<file path="config.mk">
export PLATFORM = sky130hd
export DESIGN_NAME = mem_stage
export DESIGN_NICKNAME = d
export VERILOG_FILES = /design/src/rtl/mem_stage_pkg.sv /design/src/rtl/mem_wb_reg.sv /design/src/rtl/mem_stage.sv
export SDC_FILE = /design/constraint.sdc
export NUM_CORES = 1
export LEC_CHECK = 0
export ABC_AREA = 1
export CAP_MARGIN = 0
export CORE_ASPECT_RATIO = 0.7
export CORE_MARGIN = 2
export CORE_UTILIZATION = 35
export CTS_BUF_LIST = sky130_fd_sc_hd__clkbuf_8 sky130_fd_sc_hd__clkbuf_16
export CTS_CLUSTER_SIZE = 30
export DETAILED_ROUTE_END_ITERATION = 10
export PLACE_DENSITY = 0.73
export SYNTH_ARGS = -nofsm -noshare
export SYNTH_HDL_FRONTEND = slang
export SYNTH_SLANG_ARGS = --single-unit
export TNS_END_PERCENT = 10
</file>
<file path="constraint.sdc">
create_clock -name clk -period 1 [get_ports clk]
set_input_delay 0.2 -clock clk [delete_from_list [all_inputs] [get_ports clk]]
set_output_delay 0.2 -clock clk [all_outputs]
set_load 0.05 [all_outputs]
</file>
<file path="src/rtl/mem_stage_pkg.sv">
// Shared constants and FSM encoding for the MEM stage.
package mem_stage_pkg;
  localparam int WDATA_SRC_LENGTH = 2;
  localparam logic [WDATA_SRC_LENGTH-1:0] WB_SRC_ALU = 2'b00;
  localparam logic [WDATA_SRC_LENGTH-1:0] WB_SRC_MEM = 2'b01;
  localparam logic [31:0] INIT_32 = 32'h0000_0000;

  typedef enum logic {
    MEM_IDLE   = 1'b0,
    MEM_ACCESS = 1'b1
  } mem_state_t;
endpackage

</file>
<file path="src/rtl/mem_wb_reg.sv">
// MEM/WB boundary register: bubbles and writes to register 0 never enable write-back.
module mem_wb_reg #(
  parameter int DATA_W = 32
) (
  input  logic              clk,
  input  logic              rst,
  input  logic              i_valid,
  input  logic [DATA_W-1:0] i_data,
  input  logic [4:0]        i_dest,
  input  logic              i_regwe,
  output logic [DATA_W-1:0] o_data,
  output logic [4:0]        o_dest,
  output logic              o_regwe,
  output logic              o_valid
);
  logic [DATA_W-1:0] r_data;
  logic [4:0]        r_dest;
  logic              r_regwe;
  logic              r_valid;

  always_ff @(posedge clk) begin
    if (!rst) begin
      r_data  <= '0;
      r_dest  <= '0;
      r_regwe <= 1'b0;
      r_valid <= 1'b0;
    end else begin
      r_data  <= i_data;
      r_dest  <= i_dest;
      r_regwe <= i_regwe & i_valid & (|i_dest);
      r_valid <= i_valid;
    end
  end

  assign o_data  = r_data;
  assign o_dest  = r_dest;
  assign o_regwe = r_regwe;
  assign o_valid = r_valid;
endmodule

</file>
<file path="src/rtl/mem_stage.sv">
// MEM stage: valid/ready data-memory access FSM with upstream stall and MEM/WB register.
// Optional: MEM_ALIGN_CHECK_EN retires misaligned accesses without issuing them (adds misalign_out).
module mem_stage
  import mem_stage_pkg::*;
#(
  parameter int ADDR_W = 32,
  parameter int DATA_W = 32
) (
  input  logic                        clk,
  input  logic                        rst,
  input  logic                        in_valid,
  input  logic                        DataMemWE,
  input  logic [WDATA_SRC_LENGTH-1:0] WriteDataSrc,
  input  logic [DATA_W-1:0]           ALURes,
  input  logic [DATA_W-1:0]           Reg2DataOut,
  input  logic [4:0]                  WriteRegSrc,
  input  logic                        RegWE,
  output logic                        mem_req,
  output logic                        mem_we,
  output logic [ADDR_W-1:0]           mem_addr,
  output logic [DATA_W-1:0]           mem_wdata,
  input  logic                        mem_ready,
  input  logic [DATA_W-1:0]           mem_rdata,
  output logic                        stall,
`ifdef MEM_ALIGN_CHECK_EN
  output logic                        misalign_out,
`endif
  output logic [DATA_W-1:0]           WriteData_out,
  output logic [4:0]                  WriteRegSrc_out,
  output logic                        RegWE_out,
  output logic                        valid_out
);
  mem_state_t        r_state;
  logic              r_mem_req;
  logic              r_mem_we;
  logic [ADDR_W-1:0] r_addr;
  logic [DATA_W-1:0] r_wdata;
  logic [4:0]        r_dest;
  logic              r_regwe;

  logic              w_is_mem;
  logic              w_misalign;
  logic              w_launch;
  logic              w_wb_valid;
  logic [DATA_W-1:0] w_wb_data;
  logic [4:0]        w_wb_dest;
  logic              w_wb_regwe;

  assign w_is_mem = in_valid & (DataMemWE | (WriteDataSrc == WB_SRC_MEM));
`ifdef MEM_ALIGN_CHECK_EN
  assign w_misalign = w_is_mem & (|ALURes[1:0]);
`else
  assign w_misalign = 1'b0;
`endif
  assign w_launch = (r_state == MEM_IDLE) & w_is_mem & ~w_misalign;
  assign stall    = w_launch | ((r_state == MEM_ACCESS) & ~mem_ready);

  // A store that also selects the memory source is still just a store (we wins).
  always_ff @(posedge clk) begin
    if (!rst) begin
      r_state   <= MEM_IDLE;
      r_mem_req <= 1'b0;
      r_mem_we  <= 1'b0;
      r_addr    <= '0;
      r_wdata   <= '0;
      r_dest    <= '0;
      r_regwe   <= 1'b0;
    end else begin
      case (r_state)
        MEM_IDLE: begin
          if (w_launch) begin
            r_state   <= MEM_ACCESS;
            r_mem_req <= 1'b1;
            r_mem_we  <= DataMemWE;
            r_addr    <= ALURes[ADDR_W-1:0];
            r_wdata   <= Reg2DataOut;
            r_dest    <= WriteRegSrc;
            r_regwe   <= RegWE;
          end
        end
        MEM_ACCESS: begin
          if (mem_ready) begin
            r_state   <= MEM_IDLE;
            r_mem_req <= 1'b0;
          end
        end
        default: r_state <= MEM_IDLE;
      endcase
    end
  end

  assign mem_req   = r_mem_req;
  assign mem_we    = r_mem_we;
  assign mem_addr  = r_addr;
  assign mem_wdata = r_wdata;

  // Launch cycles and waiting ACCESS cycles retire a bubble.
  always_comb begin
    w_wb_valid = 1'b0;
    w_wb_data  = ALURes;
    w_wb_dest  = WriteRegSrc;
    w_wb_regwe = RegWE;
    if (r_state == MEM_ACCESS) begin
      w_wb_valid = mem_ready;
      w_wb_data  = r_mem_we ? DATA_W'(r_addr) : mem_rdata;
      w_wb_dest  = r_dest;
      w_wb_regwe = r_regwe;
    end else if (!w_launch) begin
      w_wb_valid = in_valid;
      w_wb_regwe = RegWE & ~w_misalign;
    end
  end

  mem_wb_reg #(.DATA_W(DATA_W)) u_wb (
    .clk     (clk),
    .rst     (rst),
    .i_valid (w_wb_valid),
    .i_data  (w_wb_data),
    .i_dest  (w_wb_dest),
    .i_regwe (w_wb_regwe),
    .o_data  (WriteData_out),
    .o_dest  (WriteRegSrc_out),
    .o_regwe (RegWE_out),
    .o_valid (valid_out)
  );

`ifdef MEM_ALIGN_CHECK_EN
  logic r_misalign;
  always_ff @(posedge clk) begin
    if (!rst) r_misalign <= 1'b0;
    else      r_misalign <= (r_state == MEM_IDLE) & w_misalign;
  end
  assign misalign_out = r_misalign;
`endif
endmodule

</file>
==> reports/qor.yml <==
firstDrtPassIters: 4
path_cells: "inv_2 -> or2_4 -> nand2_4 -> buf_12"
maxSlewViolCount: 0
drive_gt1_share_pct: 43.84
vias: 5216
wirelength_um: 19000
grt_setup_unrepaired: "true"
tightest_slew_ns: 0.3216
violations: "setup timing"
ant_nets: 0
cellPowerDensity_nw_per_um2: 1390
required_ns: 0.80
clk-insertion-delay-late_ns: 0.33
htreeDepth: 3
hold_viol_final: 0
grt_max_degree: 32
place_area_um2: 8054
ys_ff_latch: 112
first_global_vias: 5206
root_buffer: "clkbuf_16"
nets: 932
end_kind: "primary output"
die_x_um: 138.7
leakage_uw: 0.003812
n_antenna_cell: 0
crit_path_max_fanout: 4
startpoint_type: "flop"
start_util_pct: 35.79
rr_worst_depth: 7
syn_inst: 587
portBuffers: 214
reg2reg_setup_slack_ns: -0.40
startpoint: "r_state$_SDFF_PN0_"
final_common_cell: "nand2_1"
hpwlAfterDp_um: 11550
drc: 0
max_stage_delay_ns: 0.39
status: "complete, but fails checks"
finClkSkew_ns: 0.006032
worstReg2RegEnd: "r_dest[3]$_SDFFE_PN0P_"
row_count: 34
critical_path_arrival_ns: 1.22
overflow: 0
cts_tree: "done"
drt_iter0_markers: 356
cts.sinks: 112
final_cells: 990
period_minus_slack_ns: 1.424
fill_cells: 797
fmax_mhz: 702.3
syn_area_um2: 4446
die_area_um2: 13630
syn-mean-instance-area_um2: 7.573
crit_path_end: "stall"
final_min_period_over_clock_period_pct: 142.4
antenna_found_initial: 0
syn-num-nets: 696
areaGrowthSynthToFinish_pct: 111.4
cap_violations: 0
synth_cell_types: 17
cp_slowest_cell: "dfxtp_4"
final_cell_mix: "nand2_1 (131), buf_12 (123), clkdlybuf4s50_1 (105), nand3_1 (100), dfxtp_2 (68)"
cp_num_buf_inv: 2
final_util_pct: 75.64
slew_headroom_pct: 78.56
wl_per_cell_um: 19.19
critical_path_class: "reg -> out"
synth-seq-area-share_pct: 50.44
finalSetupViolCount: 217
hold_slack_ns: 0.4355
clk_pin_slew_ns: 0.08
crit_family: "flip-flops"
cts-buffers-inserted: 9
place_congestion: 0.8647
vdd_drop_max_uv: 1009
core_area_um2: 12420
r2r-start: "r_state$_SDFF_PN0_"
boundaryPins: 215
hp-class: "in -> reg"
die_h_um: 98.29
worst-path-stages: 4
finalWorstSetupSlack_ns: -0.4239
final_cell_area_um2: 9397
cts_buffer_depth: 2
holdBufCountCts: 0
vias_per_cell: 5.269
grt_pass1_wl_um: 27580
dp.cells: 951
grt_use_total_pct: 25.24
ys_warn_count: 0
[cell type report]
class / count / area, µm² / share of cell area, %
well taps: 162 / 202.7 / 2.157
clock inverters: 6 / 66.31 / 0.7057
repair buffers: 274 / 4163 / 44.30
clock buffers: 10 / 239.0 / 2.543
flip-flops and latches: 112 / 2470 / 26.28
inverters: 46 / 177.7 / 1.891
multi-input cells: 380 / 2078 / 22.12
[logic make-up after synthesis]
logic type / after synthesis / synth area share [%]
AOI/OAI and AO/OA: 108 / 13.96
DFF: 112 / 50.44
buffers and inverters: 95 / 9.400
and+or+nand+nor: 272 / 26.20
[power breakdown]
part | switching, µW | internal [µW] | leakage, µW
registers | 309 | 4750 | 0.000972
logic | 2130 | 2170 | 0.00268
clock network | 1660 | 2030 | 0.000155
total | 4110 | 8950 | 0.00381
[stage by stage]
stage	TNS, ns	worst slack [ns]	power [µW]
global placement	-53.61	-0.5775	8770
CTS	-33.59	-0.4203	12810
finish	-29.36	-0.4239	13060
detailed placement	-54.35	-0.6260	8844
global route	-37.98	-0.4593	13500
floorplan	-6.832	-0.09016	6739
[state kept, by name (all words and copies together), names as in the netlist]
register	flops
u_wb.o_regwe	1
mem_wdata	32
u_wb.o_valid	1
mem_req	1
r_regwe	1
mem_addr	32
r_state	1
u_wb.o_data	32
mem_we	1
r_dest	5
u_wb.o_dest	5
[synth_stat cells]
master	count	area, µm²
a21oi_1	74	370.4
buf_2	25	125.1
buf_4	6	45.04
buf_6	1	11.26
clkbuf_1	17	63.81
clkinv_1	1	3.750
dfxtp_1	112	2242
inv_1	42	157.7
inv_2	3	11.26
nand2_1	157	589.3
nand2_2	1	6.260
nand3_1	105	525.5
nor2_1	7	26.28
nor2_4	1	11.26
o211ai_1	32	240.2
o21ai_0	2	10.01
or2_1	1	6.260
[worst min-delay path: cells and delay by family]
| kind | cells | cell delay (ns) |
|---|---|---|
| buffers and inverters | 1 | 0.40 |
| AO/OA/AOI/OAI | 1 | 0.05 |
| AND/OR/NAND/NOR | 1 | 0.09 |
[how the worst min path moves through the flow]
stage	cells after the start	end	start	slack [ns]
after floorplan	2	mem_we$_SDFFE_PN0P_	DataMemWE	0.34
after global placement	2	r_dest[4]$_SDFFE_PN0P_	r_dest[4]$_SDFFE_PN0P_	0.45
after detailed placement	2	r_dest[0]$_SDFFE_PN0P_	r_dest[0]$_SDFFE_PN0P_	0.46
after CTS	3	mem_wdata[11]$_SDFFE_PN0P_	Reg2DataOut[11]	0.42
after global routing	3	mem_wdata[29]$_SDFFE_PN0P_	Reg2DataOut[29]	0.43
final	3	mem_wdata[29]$_SDFFE_PN0P_	Reg2DataOut[29]	0.44
[metal layers]
metal / track usage, % / part of all wire, % / vias to the layer above
met5: 0 / 0 / -
met4: 3.574 / 1.3 / 0
met3: 8.386 / 9.7 / 19
met2: 43.49 / 48 / 261
met1: 31.80 / 41 / 2518
li1: - / - / 2418
[repair_timing]
action | in CTS | in global routing
gates cloned | 7 | 6
pin swaps | 5 | 47
buffers inserted | 5 | 5
gates resized for setup | 140 | 118
setup endpoints to repair | 216 | 218
No activity file was read; power rests on OpenSTA's default activity.
